[config.mk]
export PLATFORM = sky130hd
export DESIGN_NAME = param_call_stack
export DESIGN_NICKNAME = d
export VERILOG_FILES = /design/src/rtl/param_call_stack.sv
export SDC_FILE = /design/constraint.sdc
export NUM_CORES = 1
export LEC_CHECK = 0
export ABC_AREA = 1
export CORE_MARGIN = 3
export CORE_UTILIZATION = 45
export DETAILED_ROUTE_END_ITERATION = 6
export GPL_TIMING_DRIVEN = 1
export PLACE_DENSITY = 0.65
export SETUP_SLACK_MARGIN = 0.3
export SLEW_MARGIN = 20
export SYNTH_ARGS = -nofsm -noshare
export SYNTH_HDL_FRONTEND = slang
export SYNTH_SLANG_ARGS = --single-unit
[constraint.sdc]
create_clock -name clk -period 5 [get_ports clk]
set_clock_uncertainty 0.15 [all_clocks]
set_input_delay 1.5 -clock clk [delete_from_list [all_inputs] [get_ports clk]]
set_output_delay 1.5 -clock clk [all_outputs]
set_load 0.02 [all_outputs]
[src/rtl/param_call_stack.sv]
// param_call_stack: parametrised LIFO return-address stack with level/full/empty status and sticky errors.
// Optional CALL_STACK_WRAP_EN: push while full overwrites the oldest entry (circular mode) instead of dropping.
module param_call_stack #(
    parameter int DATA_W = 16,
    parameter int DEPTH  = 16,
    localparam int LVL_W = $clog2(DEPTH) + 1
) (
    input  logic              clk,
    input  logic              rst_n,
    input  logic              push,
    input  logic              pop,
    input  logic [DATA_W-1:0] data_in,
    input  logic              clr_err,
    output logic [DATA_W-1:0] data_out,
    output logic              empty,
    output logic              full,
    output logic [LVL_W-1:0]  level,
    output logic              overflow,
    output logic              underflow
);
    localparam int ADDR_W = LVL_W - 1;
    localparam logic [LVL_W-1:0] LVL_FULL = LVL_W'(DEPTH);

    typedef enum logic [2:0] {
        OP_HOLD,
        OP_PUSH,
        OP_POP,
        OP_REPLACE,
        OP_OVF,
        OP_UNF
    } op_e;

    logic [DATA_W-1:0] mem [DEPTH];
    logic [ADDR_W-1:0] ptr;
    logic [ADDR_W-1:0] wr_addr;
    logic              wr_en;
    op_e               op;

    assign empty = (level == '0);
    assign full  = (level == LVL_FULL);

    // NOTE: every variable assigned in always_comb gets a default first so no latch is inferred.
    always_comb begin
        op = OP_HOLD;
        if (push && pop && !empty)
            op = OP_REPLACE;
        else if (push)
            op = full ? OP_OVF : OP_PUSH;
        else if (pop)
            op = empty ? OP_UNF : OP_POP;
    end

    always_comb begin
        wr_en   = (op == OP_PUSH) || (op == OP_REPLACE);
`ifdef CALL_STACK_WRAP_EN
        wr_en   = wr_en || (op == OP_OVF);
`endif
        wr_addr = (op == OP_REPLACE) ? ptr - ADDR_W'(1) : ptr;
    end

    // NOTE: the storage array is deliberately left out of reset; only the control state is cleared.
    always_ff @(posedge clk) begin
        if (wr_en)
            mem[wr_addr] <= data_in;
    end

    // NOTE: sequential state uses non-blocking assignments so all registers update from pre-edge values.
    always_ff @(posedge clk or negedge rst_n) begin
        if (!rst_n) begin
            ptr       <= '0;
            level     <= '0;
            data_out  <= '0;
            overflow  <= 1'b0;
            underflow <= 1'b0;
        end else begin
            case (op)
                OP_PUSH: begin
                    ptr      <= ptr + ADDR_W'(1);
                    level    <= level + LVL_W'(1);
                    data_out <= data_in;
                end
                OP_REPLACE: data_out <= data_in;
                OP_POP: begin
                    ptr      <= ptr - ADDR_W'(1);
                    level    <= level - LVL_W'(1);
                    data_out <= (level >= LVL_W'(2)) ? mem[ptr - ADDR_W'(2)] : '0;
                end
`ifdef CALL_STACK_WRAP_EN
                OP_OVF: begin
                    ptr      <= ptr + ADDR_W'(1);
                    data_out <= data_in;
                end
`endif
                default: ;
            endcase
            // A new error wins over clr_err in the same cycle.
            overflow  <= (op == OP_OVF) || (overflow && !clr_err);
            underflow <= (op == OP_UNF) || (underflow && !clr_err);
        end
    end
endmodule

# Yosys cells after proc, flatten, opt, wreduce, memory -nomap -nowiden

Memories as Yosys holds them, arrays and structs flattened.
Cells that the tools add are included.

Bits in registers: 27
RAM bits: 256
Input bits: 21
Output and inout bits: 25
Logic and storage cells: 43
Memories kept: 1

Memory list:

| memory | depth | width | rd ports | clocked after memory_dff | write ports | RTL line | text |
|---|---|---|---|---|---|---|---|
| mem    | 16    | 16    | 1        | 0                        | 1           | 33       | `logic [DATA_W-1:0] mem [DEPTH];` |

$add $sub $neg: 5
Magnitude comparators: 1
Eq/ne operators: 6
Mux-type cells: 12
Reductions and logical operators: 13

Operators with widths:

| operator                                                                            | count |
|---|---|
| 16-bit case mux with 2 select lines                                                 | 1 |
| 16-bit two-way mux                                                                  | 1 |
| 3-bit two-way mux                                                                   | 5 |
| 5-bit case mux with 2 select lines                                                  | 1 |
| 4-bit case mux with 2 select lines                                                  | 1 |
| 3-bit by 2-bit equality test with 1-bit output, second input constant               | 2 |
| 3-bit equality test, second input constant                                          | 2 |
| 5-bit by 1-bit adder with 5-bit output, second input constant                       | 1 |
| 5-bit equality test, second input constant                                          | 1 |
| 5-bit by 2-bit greater-or-equal comparator with 1-bit output, second input constant | 1 |
| 5-bit zero test                                                                     | 1 |
| 5-bit by 1-bit subtractor with 5-bit output, second input constant                  | 1 |
| 4-bit by 1-bit adder with 4-bit output, second input constant                       | 1 |
| 1-bit logical AND                                                                   | 4 |
| 4-bit two-way mux                                                                   | 1 |
| 2-bit nonzero test                                                                  | 2 |
| 4-bit by 1-bit subtractor with 4-bit output, second input constant                  | 1 |
| 4-bit by 2-bit subtractor with 4-bit output, second input constant                  | 1 |
| 3-bit by 1-bit equality test with 1-bit output, second input constant               | 1 |
| 1-bit logical OR                                                                    | 3 |
| 1-bit zero test                                                                     | 2 |
| 1-bit two-way mux                                                                   | 2 |
| 2-bit OR reduction                                                                  | 1 |

# Depth between registers and ports, before layout

Depth after elaboration: 9
Mapped depth: 16

# Worst setup path after synthesis

OpenSTA, ideal clock, no wires.

Path type: input port to flip-flop
Start: input port pop
End: memory mem[2][0], enable pin
Setup time: 0.388 ns
Data arrival time: 2.751 ns
Slack: 1.710 ns
Stages: 6
Cells stage by stage: nand2_4 > inv_4 > nand2_8 > o21ai_2 > nand3_2 > nor2_1

Longest elaborated chain between the ends: 7
Elaborated cells on any way between the ends: 11
Those cells by class: eq/ne: 2; mux: 6; reduce/logical: 3

RTL lines:

| what                                                                                                                    | RTL line | text |
|---|---|---|
| start, declared                                                                                                         | 11       | `input logic pop,` |
| 3-bit two-way mux / 1-bit logical AND (equally long branches)                                                           | 49, 45   |  |
| 3-bit two-way mux / 1-bit logical AND (equally long branches)                                                           | 47, 45   |  |
| 3-bit two-way mux *                                                                                                     | 45       | `if (push && pop && !empty)` |
| 3-bit by 1-bit equality test with 1-bit output / 3-bit by 2-bit equality test with 1-bit output (equally long branches) | 54, 58   |  |
| 1-bit logical OR                                                                                                        | 54       | `wr_en = (op == OP_PUSH) \|\| (op == OP_REPLACE);` |
| 1-bit two-way mux                                                                                                       | 63       | `if (wr_en)` |
| 1-bit two-way mux (implied by the code)                                                                                 | 64       | `mem[wr_addr] <= data_in;` |
| end, declared                                                                                                           | 33       |  |

Mark *: on every way between the ends. The rest lies on a longest branch, timed or not.

# Worst setup path after layout

Start: register level[1]
End: output port empty

Longest elaborated chain between the ends: 1

RTL lines:

| what                   | RTL line | text |
|---|---|---|
| start, declared        | 17       | `output logic [LVL_W-1:0] level,` |
| start signal, assigned | 79       | `level <= level + LVL_W'(1);` |
| start signal, assigned | 85       | `level <= level - LVL_W'(1);` |
| 5-bit zero test        | 39       | `assign empty = (level == '0);` |
| end, declared          | 15       | `output logic empty,` |

No other way between the ends.

==> run metrics <==
FF-to-FF setup slack 1.55 ns; Synth Instances 1,075; Syn Nets 1,103; die area 0.0290 mm2; DRC viols 0; Lkg Pwr 4.98 nW; Detailed Routing Iterations Pass 1 5; Post-synth top cells edfxtp_1 (256), nor2_1 (250), nand2_1 (154), o21ai_0 (111), nand3_1 (102); fin crit share 73.7%; Cell Rows 59; Worst-path clk slew 0.06 ns; Yosys reg bits 283; WP buf/inv 2; max_cap viols 0; Worst VDD drop 0.363 mV; WL/cell 19.1 um; leading area contributor after synthesis edfxtp_1; status completed; sum of negative setup slack 0 ns; minimum clock period 3.68 ns; total CTS buffers 29; Power Density 612 mW/mm2; synth top area cells edfxtp_1 (63%), nor2_1 (7.7%), dfrtp_1 (5.6%); crit path max fanout 6; Nets 1,137; Fmax achieved 271 MHz; Post-Place Setup Slack 0.882 ns; Die Wd 170 um; CP top delay family buffers and inverters; synth unique cells 39; ratio of cells with drive above 1 in the final layout 11.0%; # H-tree levels 1; total congestion overflow 0; largest net degree at the start of global routing 72; r2r worst-path depth 11; critical path's largest stage delay 0.60 ns; clock latency on the worst-skew pair 0.54 ns; crit end category output pin; hold path cells 2; Min Hold Slack 0.356 ns; vias 7,878; vias per cell 5.37; Routed WL 28,000 um; crit path kind reg2out; Critical Path RT 3.35 ns; Synth async-reset ratio 9.54%; Final Hold Fails 0; Synth Area per Inst 11.3 um2; Synth top area share 63.4%; area grow syn2layout 13.0%; first-pass GRT wire length 44,100 um; setup violators final 0; GRT Util Overall 19.7%; Main synth FF type edfxtp_1; HP Class reg2reg; post-route antenna net violation count 0; Detail Placement HPWL 16,800 um; Synth warnings 0; Placed Cells 1,413; clock root buffer clkbuf_16; Seq/Total Area, Yosys 68.9%; Critical Path Start Type flip-flop; Layout Utilization 52.2%; Finished Layout Cells 1,467; Levels on crit path 4; Filler cells 2,253; I/O pin count 46; setup ws final 1.32 ns; Slew HR 34.2%; Port Buffer Count 45; mapped cell area 0.0121 mm2; clock sinks 283; Die Ht 170 um; Worst-Margin Slew 0.986 ns; Worst EP arrival 2.03 ns; CTS-repair resized insts 0; EDFF count, synth 256; RSZ-0062 raised after global routing false; hold-fix buffers at CTS 0; gpl congestion 0.852; Starting Density 46.2%; clk buf depth 3; Starting DRT DRC Count 918; CP max-delay cell clkdlybuf4s50_1; Post-CTS Setup Inserts 0; critical-path cell list nor2_4 -> nand3_4 -> inv_1 -> clkdlybuf4s50_1; # diodes 0; number of global-route vias before repair 7,690; top-count cell post-synth edfxtp_1; clock tree from TritonCTS done; count of final max-slew check failures 0; antenna violations before repair 2; core box area 0.0263 mm2
power breakdown:
part	internal (mW)	leakage, nW	switching, mW
Clock	1.17	0.447	0.870
Sequential	2.96	2.64	0.140
Combinational	0.972	1.89	2.27
path summary, 6_finish.rpt:
check	from	endpoint
worst max register to register	ptr[1]	mem[4][8]
worst min register to register	data_out[13]	data_out[13]
worst max-delay path	level[1]	empty
max in group asynchronous	rst_n	ptr[0]
worst min-delay path	data_out[13]	data_out[13]
min in group asynchronous	rst_n	level[0]
metal layers:
layer  up-vias  wire length [um]  track usage [%]
met5         -                12                0
met3        57              2060             3.02
met4         2               649             5.15
met2       296             12800             30.9
met1      3750             12500             29.1
li1       3773                 -                -
state kept, by name, summed over array words and instances, names as in the netlist:
| register | cells |
|---|---|
| data_out | 16 |
| mem | 256 |
| underflow | 1 |
| overflow | 1 |
| ptr | 4 |
| level | 5 |
worst register-to-register path: cells and delay by family (launching register included):
family	cells	cell delay [ns]
AND/OR/NAND/NOR	5	1.21
AO/OA/AOI/OAI	2	0.18
buffers and inverters	3	0.83
flip-flops	1	0.41
adder cells (fa/ha/maj)	1	0.29
placed cells by master, fill, tap and decap left out, types with 9 or more instances in the layout:
cell and n:
nand3_1 102, o211ai_1 10, nand2_1 154, edfxtp_1 256
dfrtp_1 25, clkdlybuf4s50_1 45, inv_1 31, buf_4 16
clkbuf_1 9, nor2_1 234, clkinv_2 9, clkbuf_16 29
nor2_2 23, o21ai_0 111
logic make-up (layout without fill, tap and decap cells):
family          count (synthesis)  after routing  synth area share (%)
fa+ha+maj                       7              7                 0.722
compound gates                141            141                  6.49
flops                         283            283                  68.9
buf+inv                        99            156                  4.24
simple gates                  537            537                  18.9
xor+xnor                        8              8                 0.732
layout make-up:
cell class,instances,area [um2],area share (%)
sequential,283,8370,61.0
multi-input combinational,693,3290,24.0
clock buffer,38,759,5.54
timing repair buffer,61,571,4.16
tap,335,419,3.06
inverter,41,161,1.18
clock inverter,16,136,0.995
stage by stage:
| step | total power, mW | cell area [um2] |
|---|---|---|
| 3_3_place_gp | 6.35 | 12800 |
| 5_1_grt | 8.95 | 13700 |
| 4_1_cts | 8.44 | 13700 |
| 6_report | 8.39 | 13700 |
| 3_5_place_dp | 6.39 | 12800 |
| 2_1_floorplan | 5.39 | 12100 |
(Power assumes the default switching activity.)
